==> src/rtl/pixel_stream_ctrl.sv <==
// Frame sequencer: streams num_pixels bytes from a source RAM through
// pixel_operator into a destination RAM, with latency-aligned write strobes.
module pixel_stream_ctrl #(
    parameter int DATA_W = 8,
    parameter int ADDR_W = 17,
    parameter int OP_LAT = 1
) (
    input  logic              clk,
    input  logic              rst,
    input  logic              start,
    input  logic              abort,
    input  logic [ADDR_W-1:0] num_pixels,
    input  logic [1:0]        cfg_select,
    input  logic [DATA_W-1:0] cfg_threshold,
    input  logic [DATA_W-1:0] cfg_value,
    output logic              rd_en,
    output logic [ADDR_W-1:0] rd_addr,
    input  logic [DATA_W-1:0] rd_data,
    output logic [DATA_W-1:0] op_inbyte,
    output logic [1:0]        op_select,
    output logic [DATA_W-1:0] op_threshold,
    output logic [DATA_W-1:0] op_value,
    input  logic [DATA_W-1:0] op_outbyte,
    output logic              wr_en,
    output logic [ADDR_W-1:0] wr_addr,
    output logic [DATA_W-1:0] wr_data,
    output logic              busy,
    output logic              done,
    output logic [ADDR_W-1:0] px_count
);

    typedef enum logic [1:0] {
        IDLE,
        RUN,
        DRAIN,
        DONE
    } state_t;

    localparam logic [ADDR_W-1:0] ONE = ADDR_W'(1);

    state_t            state;
    logic [ADDR_W-1:0] num_q;
    logic [OP_LAT:0]   vpipe;
    logic [ADDR_W-1:0] apipe [0:OP_LAT];
    logic              last_rd;
    logic              kill;

    assign op_inbyte = rd_data;
    assign wr_data   = op_outbyte;
    assign wr_en     = vpipe[OP_LAT];
    assign wr_addr   = apipe[OP_LAT];
    assign last_rd   = rd_en && (rd_addr == num_q - ONE);
    assign kill      = abort && (state != IDLE);

    // Stage k holds the read issued k+1 cycles ago; the top stage lines up with op_outbyte
    always_ff @(posedge clk or posedge rst) begin
        if (rst) begin
            vpipe <= '0;
        end else if (kill) begin
            vpipe <= '0;
        end else begin
            vpipe <= {vpipe[OP_LAT-1:0], rd_en};
        end
    end

    always_ff @(posedge clk or posedge rst) begin
        if (rst) begin
            for (int k = 0; k <= OP_LAT; k++) apipe[k] <= '0;
        end else begin
            apipe[0] <= rd_addr;
            for (int k = 1; k <= OP_LAT; k++) apipe[k] <= apipe[k-1];
        end
    end

    always_ff @(posedge clk or posedge rst) begin
        if (rst) begin
            state        <= IDLE;
            num_q        <= '0;
            op_select    <= '0;
            op_threshold <= '0;
            op_value     <= '0;
            rd_en        <= 1'b0;
            rd_addr      <= '0;
            busy         <= 1'b0;
            done         <= 1'b0;
            px_count     <= '0;
        end else begin
            if (wr_en) px_count <= px_count + ONE;
            done <= 1'b0;
            unique case (state)
                IDLE: begin
                    if (start) begin
                        num_q        <= num_pixels;
                        op_select    <= cfg_select;
                        op_threshold <= cfg_threshold;
                        op_value     <= cfg_value;
                        rd_addr      <= '0;
                        px_count     <= '0;
                        if (num_pixels == '0) begin
                            state <= DONE;
                            done  <= 1'b1;
                        end else begin
                            state <= RUN;
                            rd_en <= 1'b1;
                            busy  <= 1'b1;
                        end
                    end
                end
                RUN: begin
                    if (abort) begin
                        state <= IDLE;
                        rd_en <= 1'b0;
                        busy  <= 1'b0;
                    end else if (last_rd) begin
                        state <= DRAIN;
                        rd_en <= 1'b0;
                    end else begin
                        rd_addr <= rd_addr + ONE;
                    end
                end
                DRAIN: begin
                    if (abort) begin
                        state <= IDLE;
                        busy  <= 1'b0;
                    end else if (vpipe[OP_LAT-1:0] == '0) begin
                        state <= DONE;
                        busy  <= 1'b0;
                        done  <= 1'b1;
                    end
                end
                DONE: begin
                    state <= IDLE;
                end
                default: begin
                    state <= IDLE;
                end
            endcase
        end
    end

endmodule
==> config.mk <==
export PLATFORM = sky130hd
export DESIGN_NAME = pixel_stream_ctrl
export DESIGN_NICKNAME = d
export VERILOG_FILES = /design/src/rtl/pixel_stream_ctrl.sv
export SDC_FILE = /design/constraint.sdc
export NUM_CORES = 1
export LEC_CHECK = 0
export BUFFER_PORTS_ARGS = -buffer_cell sky130_fd_sc_hd__buf_2
export CAP_MARGIN = 5
export CORE_MARGIN = 2
export CORE_UTILIZATION = 45
export CTS_BUF_LIST = sky130_fd_sc_hd__clkbuf_16
export DETAILED_ROUTE_END_ITERATION = 7
export MAX_ROUTING_LAYER = met4
export PLACE_DENSITY = 0.81
export SYNTH_ARGS = -nofsm -noshare
export SYNTH_HDL_FRONTEND = slang
export SYNTH_SLANG_ARGS = --single-unit
==> constraint.sdc <==
create_clock -name clk -period 3.19 [get_ports clk]
set_input_delay 0.4785 -clock clk [delete_from_list [all_inputs] [get_ports clk]]
set_output_delay 0.4785 -clock clk [all_outputs]
set_load 0.02 [all_outputs]
Word-level counts from Yosys, hierarchy flattened
Cells that the tools add are included.
W data, S select, Z words.

storage, ports and cells
  flip-flop bits (word level) = 110
  input bits = 55
  output and inout port bits = 89
  logic and storage cells = 68

operators by class
  add/subtract/negate cells = 3
  equality and inequality tests = 11
  muxes and demuxes = 29
  reduce and logical (&&, ||, !) cells = 12

operator list
  kind                     number
  $mux W17                 6
  $add A17 B1 Y17 const B  2
  $pmux W17 S2             1
  $eq A17 B17 Y1           1
  $logic_not A17 Y1        1
  $sub A17 B1 Y17 const B  1
  $mux W2                  7
  $mux W1                  11
  $ne A2 B2 Y1 const B     5
  $pmux W2 S4              1
  $reduce_and A4 Y1        2
  $ne A3 B3 Y1 const B     2
  $reduce_and A5 Y1        1
  $eq A2 B2 Y1 const B     2
  $pmux W1 S2              2
  $reduce_bool A2 Y1       2
  $pmux W1 S3              1
  $reduce_and A3 Y1        1
  $reduce_bool A3 Y1       1
  $eq A2 B1 Y1 const B     1
  $logic_and A1 B1 Y1      2
  $logic_not A2 Y1         1
  $reduce_and A2 Y1        1

Longest topological paths before layout
Gate-level depths: netlist (run 1).

  depth in word-level cells = 6
  mapped depth = 11
  depth with buffers taken out = 10

Worst setup path after synthesis (run 1)
Ideal clock, no wire load.

  path type = reg2reg
  from = reg num_q[0]
  to = reg rd_addr[4]
  library setup time = 132 ps
  arrival time = 2702 ps
  data required time = 3058 ps
  setup slack = 356 ps
  cell stages (with the launch flop) = 11
  path buffers = 1
  period minus slack after synthesis = 2834 ps
  cell sequence = dfrtp_1 > inv_1 > ha_1 > or3b_1 > or4_1 > a2111o_1 > a2111oi_4 > buf_4 > a21boi_0 > xnor2_1 > nor2_1

on the way
  longest elaborated chain between the ends = 5

ends and longest elaborated chain
  element                      RTL line  text
  start, declared              42        logic [ADDR_W-1:0] num_q;
  start signal, assigned       93        num_q <= num_pixels;
  $sub A17 B1 Y17              52        assign last_rd = rd_en && (rd_addr == num_q - ONE);
  $eq A17 B17 Y1               52
  $logic_and A1 B1 Y1          52
  $ne A2 B2 Y1 (no line)       n/a
  $reduce_and A4 Y1 (no line)  n/a
  end signal, assigned         118       rd_addr <= rd_addr + ONE;
  end, declared                17        output logic [ADDR_W-1:0] rd_addr,

No other way between the ends.
A chain may end at the register's enable or synchronous reset.

Worst setup path after layout (run 1)
  from = reg num_q[0]
  to = reg rd_addr[0]

Same word-level chain as after synthesis.

==> results of run 1 <==
[cell usage in the layout (no fill, tap or decap), types with 5 or more instances in the layout]
cell type and instances:
nand2_1 131, buf_2 111, dfrtp_1 110, nor2_1 45
xnor2_1 35, xor2_1 15, a21oi_1 15, buf_4 11
nand3_1 10, a211oi_1 10, clkbuf_16 10, o21ai_0 9
nand4_1 9, inv_1 8, nor3_1 7, nor2b_1 7
and3_1 6, nor4_1 6, ha_1 6, or3_1 5
[per-stage QoR]
stage | hold slack [ps] | instances
finish | 271 | 761
detailed placement | 335 | 743
floorplan | 331 | 532
global route | 314 | 761
global placement | 332 | 743
CTS | 295 | 758
[final cells by class]
cell class                 instances  area, um^2
inverter                           9        37.5
clock inverter                     6        55.1
timing repair buffer             126         723
tap                              143         179
fill                             999        5270
multi-input combinational        358        2080
clock buffer                       9         225
sequential                       110        2750
[how the worst max path moves through the flow]
| stage | depth (start not counted) | slack (ps) | to | start |
|---|---|---|---|---|
| after floorplan | 10 | 360 | rd_addr[4]$_DFFE_PP0P_ | num_q[0]$_DFFE_PP0P_ |
| after global placement | 10 | 220 | rd_addr[0]$_DFFE_PP0P_ | num_q[1]$_DFFE_PP0P_ |
| after detailed placement | 10 | 120 | rd_addr[4]$_DFFE_PP0P_ | num_q[1]$_DFFE_PP0P_ |
| after CTS | 10 | 100 | rd_addr[0]$_DFFE_PP0P_ | num_q[1]$_DFFE_PP0P_ |
| after global routing | 11 | -10 | rd_addr[10]$_DFFE_PP0P_ | num_q[1]$_DFFE_PP0P_ |
| final | 10 | 120 | rd_addr[0]$_DFFE_PP0P_ | num_q[0]$_DFFE_PP0P_ |
[report_power, final]
part	switching (mW)	leakage (nW)	total (mW)	internal (mW)
combinational	1.06	1.47	1.77	0.709
clock	0.470	0.142	1.07	0.596
sequential	0.331	1.46	2.04	1.71
[logic make-up (layout without fill, tap and decap cells)]
kind of cell / count (synthesis) / after routing / synth area share, %
buffers and inverters: 64 / 150 / 7.24
and+or+nand+nor: 247 / 247 / 21.8
xor gates and xnor gates: 50 / 50 / 8.45
DFF: 110 / 110 / 53.1
adders and majority gates: 7 / 7 / 1.69
AOI/OAI and AO/OA: 53 / 53 / 7.46
muxes: 1 / 1 / 0.193
[flip-flops by register name, indices dropped and copies added (netlist names), 2 cells and up]
| register | flops |
|---|---|
| apipe | 17 |
| num_q | 17 |
| op_select | 2 |
| op_threshold | 8 |
| op_value | 8 |
| px_count | 17 |
| rd_addr | 17 |
| state | 2 |
| vpipe | 2 |
| wr_addr | 17 |
[critical path, delay by kind of cell (launching register included)]
family / cells / cell delay (ps)
AND/OR/NAND/NOR: 3 / 850
flip-flops: 1 / 390
buffers and inverters: 3 / 490
AO/OA/AOI/OAI: 4 / 1220
[layer usage]
| layer | up-vias | routed length (um) | track usage [%] |
|---|---|---|---|
| met5 | - | 0 | - |
| met4 | 0 | 254 | 7.65 |
| met3 | 20 | 720 | 4.70 |
| met2 | 126 | 5160 | 28.3 |
| met1 | 1834 | 4900 | 23.9 |
| li1 | 1902 | - | - |
[timing repair]
action / in CTS / in global routing
gates resized for setup: 0 / 6
endpoints found under the setup margin: 0 / 19
setup buffers: 0 / 2
==> results by group, run 1 <==
Worst setup path
  – R2r setup slk: roughly 120 ps
  – Setup crit end kind: flip-flop
  – FF-to-FF End: rd_addr[0]$_DFFE_PP0P_
  – Max Fanout on Critical Path: 11
  – Worst path slowest cell: or4_1
  – R2R cell count: 10
  – Critical-path cell list: buf_4 > or4_1 > o311a_1 > a2111o_1 > a2111oi_4 > buf_4 > buf_12 > nor2b_1 > and3b_1 > a21o_1
  – Worst stage delay on the critical path: around 600 ps
  – Critical R2R Launch: num_q[0]$_DFFE_PP0P_
  – Worst EP arrival: about 3300 ps
  – Critical path class: flip-flop to flip-flop
  – Setup crit start kind: flip-flop
  – WP data required: approximately 3400 ps
  – Most used cell, CP: buf_4

Layout
  – Share of layout cells above drive strength 1: 24.4%
  – Nets: approximately 680
  – Antenna cells: 0
  – Fin area: between 6000 and 7000 um^2
  – Final core utilization: 53.4%
  – Area Growth Syn to Fin: 16.7%

Place
  – GPL Wtd Cong: around 0.85
  – Pre-CTS WS: 125 ps
  – DP HPWL: between 8000 and 9000 um
  – PortBufs: approximately 110
  – Area after DPL: 5710 um^2

Yosys
  – Top cells by count, synth: nand2_1, dfrtp_1, nor2_1, buf_4, xnor2_1
  – Top_reg_cell synth: dfrtp_1
  – Post-synth top area share: between 50% and 60%
  – Async SR Flop Fraction: 100%
  – Top-count cell post-synth: nand2_1
  – Synth unique cells: 49
  – Syn Area/Cell: roughly 9.7 um^2
  – Mapped cell area: a little over 5000 um^2
  – Number of enable flip-flop cells after synthesis: 0
  – Top post-synthesis cells by area: dfrtp_1, nand2_1, xnor2_1
  – Net Count, Synth: 594
  – YS warnings: 0
  – Post-Syn Instances: approximately 530
  – Seq/Total Area, Yosys: 53.1%
  – Post-synth top area cell: dfrtp_1
  – #FFs+latches synth: 110

Routing
  – Final wirelength: ~11000 um
  – Wire per inst: roughly 15 um
  – 1st-iter DRT viols: approximately 230
  – DRC: 0
  – Routed Antenna Nets: 0
  – Routed vias/inst: between 5 and 6
  – DR pass1 iterations: 4
  – Routed vias: about 3900

Floorplanning
  – I/O pins: ~140
  – Core Area: about 11000 um^2
  – Die Span Y: approximately 110 um
  – Standard-cell rows: 39
  – Die W: ~110 um
  – Full die area: ~12000 um^2
  – Initial Util: roughly 46%

STA
  – Worst relative slew slack: 37.7%
  – Slew @ Worst Pin: between 900 and 1000 ps
  – F_max: ~0.33 GHz
  – Clock Skew: 10.2 ps
  – Total negative slack: 0 ps
  – Final setup margin: between 100 and 150 ps
  – Final period util: 96.2%
  – Min Tclk post-route: 3070 ps
  – Max-slew violation count: 0
  – Final setup violation count: 0
  – Final hold violation count: 0

Clock tree
  – H-Tree Depth: 3
  – # clock sinks: between 100 and 150
  – CTS Buffer Depth: 2
  – CTS Buf Count: 9
  – Clk_lat worst skew: approximately 350 ps
  – Post-CTS Hold Fix Bufs: 0
  – CTS root buffer: clkbuf_16
  – Clk slew on worst S/H paths: approximately 70 ps
  – CTS tree: built

Global route
  – First-pass GRT wire length: 18000 um
  – GR Util All Layers: roughly 19%
  – Grt ovf: 0
  – Largest net degree at the start of global routing: 44
  – Antenna violations before repair: 0
  – Vias in the first global route: about 3600

Hold path
  – HP Class: input pin to asynchronous set/reset pin

Pwr
  – Max IR drop VDD: roughly 370 uV
  – P per Cell Area: about 810 nW/um^2
  – Static Leakage: about 3.1 nW
  – Overall Power: a little under 5 mW

Job
  – Max-cap violations: 0

Run status
  – Outcome: finished clean
Power figures use the tool's default switching activity.
==> run 2, diff against run 1 <==
CORE_MARGIN = 8   (was 2)
==> results by group, run 2 (same netlist as run 1, synthesis figures left out) <==
Run status
  – Outcome: finished clean (unchanged)

Clock tree
  – CTS Buffer Depth: 2 (unchanged)
  – # clock sinks: 110 (unchanged)
  – CTS Buf Count: 9 (unchanged)
  – CTS root buffer: clkbuf_16 (unchanged)
  – H-Tree Depth: 3 (unchanged)
  – Clk slew on worst S/H paths: 80 ps (was 70 ps)
  – Clk_lat worst skew: 350 ps (about the same)
  – CTS tree: built (unchanged)

Global route
  – Grt ovf: 0 (unchanged)
  – Largest net degree at the start of global routing: 76 (was 44)
  – First-pass GRT wire length: 20000 um (was 18000 um)
  – Antenna violations before repair: 1 (was 0)
  – Vias in the first global route: 4103 (was 3627)
  – GR Util All Layers: 17.0% (was 18.6%)

Routing
  – Routed vias/inst: 5.30 (was 5.10)
  – DRC: 0 (unchanged)
  – Final wirelength: 12400 um (was 11000 um)
  – 1st-iter DRT viols: 295 (was 225)
  – Routed vias: 4036 (was 3882)
  – DR pass1 iterations: 4 (unchanged)
  – Routed Antenna Nets: 0 (unchanged)
  – Wire per inst: 16.3 um (was 14.5 um)

Worst setup path
  – Critical path class: flip-flop to flip-flop (unchanged)
  – WP data required: 3420 ps (about the same)
  – Setup crit start kind: flip-flop (unchanged)
  – FF-to-FF End: rd_addr[0]$_DFFE_PP0P_ (unchanged)
  – Setup crit end kind: flip-flop (unchanged)
  – R2r setup slk: 120 ps (about the same)
  – Critical R2R Launch: num_q[0]$_DFFE_PP0P_ (unchanged)
  – Max Fanout on Critical Path: 6 (was 11)
  – R2R cell count: 10 (unchanged)
  – Worst EP arrival: 3300 ps (about the same)

Pwr
  – Max IR drop VDD: 432 uV (was 371 uV)
  – Overall Power: 4.99 mW (was 4.88 mW)
  – P per Cell Area: 827 nW/um^2 (was 806 nW/um^2)
  – Static Leakage: 3.06 nW (was 3.07 nW)

Place
  – DP HPWL: 8830 um (was 8130 um)
  – Area after DPL: 5670 um^2 (was 5710 um^2)
  – PortBufs: 111 (unchanged)
  – GPL Wtd Cong: 0.980 (was 0.851)
  – Pre-CTS WS: 26.7 ps (was 125 ps)

Floorplanning
  – Full die area: 15200 um^2 (was 12400 um^2)
  – I/O pins: 144 (unchanged)
  – Initial Util: 45.8% (unchanged)
  – Die Span Y: 123 um (was 111 um)
  – Core Area: 11300 um^2 (unchanged)
  – Standard-cell rows: 39 (unchanged)
  – Die W: 123 um (was 111 um)

STA
  – Slew @ Worst Pin: 938 ps (was 931 ps)
  – Worst relative slew slack: 37.2% (was 37.7%)
  – Max-slew violation count: 0 (unchanged)
  – Final hold violation count: 0 (unchanged)
  – Final setup violation count: 0 (unchanged)
  – Final period util: 96.3% (was 96.2%)
  – Total negative slack: 0 ps (unchanged)
  – Clock Skew: 7.24 ps (was 10.2 ps)
  – Min Tclk post-route: 3070 ps (about the same)
  – RSZ-0062 raised after global routing: false
  – F_max: 0.326 GHz (about the same)
  – Final setup margin: 120 ps (was 122 ps)

Layout
  – Area Growth Syn to Fin: 16.3% (was 16.7%)
  – Final core utilization: 53.2% (was 53.4%)
  – Commonest non-fill, non-tap cell in the layout: nand2_1 (unchanged)
  – Fin area: 6030 um^2 (was 6050 um^2)
  – Share of layout cells above drive strength 1: 24.8% (was 24.4%)
  – Most frequent cells in the layout: nand2_1, buf_2, dfrtp_1 (unchanged)
  – Nets: 675 (was 676)

Hold path
  – HP Class: input pin to asynchronous set/reset pin (unchanged)

Job
  – Max-cap violations: 0 (unchanged)
## run 2: how the worst max path moves through the flow
stage               slack (ps)                     end                  from  cells after the start
detailed placement          30  rd_addr[4]$_DFFE_PP0P_  num_q[1]$_DFFE_PP0P_                     10
floorplan                  360  rd_addr[4]$_DFFE_PP0P_  num_q[0]$_DFFE_PP0P_                     10
global placement           200  rd_addr[0]$_DFFE_PP0P_  num_q[1]$_DFFE_PP0P_                     10
global route                30  rd_addr[0]$_DFFE_PP0P_  num_q[1]$_DFFE_PP0P_                     10
finish                     120  rd_addr[0]$_DFFE_PP0P_  num_q[0]$_DFFE_PP0P_                     10
CTS                         20  rd_addr[0]$_DFFE_PP0P_  num_q[1]$_DFFE_PP0P_                     10
## run 2: layout make-up
class | count | area (um^2)
Tap cell | 143 | 179
Sequential cell | 110 | 2750
Inverter | 9 | 37.5
Multi-Input combinational cell | 358 | 2070
Timing Repair Buffer | 125 | 681
Antenna cell | 1 | 2.50
Clock inverter | 7 | 78.8
Clock buffer | 9 | 225
Fill cell | 1003 | 5290
## run 2: power breakdown
group          switching (mW)  total, mW  internal (mW)
logic                    1.10       1.80          0.695
registers               0.334       2.04           1.71
clock network           0.525       1.15          0.621
## run 2: through the flow
step | hold slack [ps] | cells
detailed placement | 336 | 742
global placement | 331 | 742
global route | 265 | 762
CTS | 245 | 758
floorplan | 331 | 532
finish | 235 | 762
## run 2: worst max-delay path, stage by stage, from the launching register on
cell and delay (ps):
dfrtp_1 380, inv_1 120, ha_4 170, or3b_4 390
or4_1 480, a2111o_1 420, a2111oi_4 420, buf_6 190
nor2b_1 70, and3b_1 180, a21o_1 150
## run 2: repair_timing
action,in CTS,in global routing
gates resized for setup,0,11
endpoints found under the setup margin,0,19
hold endpoints to repair,0,0
setup buffers,0,1
hold buffers,0,0
## run 2: layer usage
layer	vias to the layer above	part of all wire, %	track usage (%)	wire length, um
met3	33	8.3	5.62	1030
met2	154	49	27.1	6030
met4	0	2.9	7.45	360
met1	1954	40	19.2	4980
met5	-	0	-	0
li1	1895	-	-	-
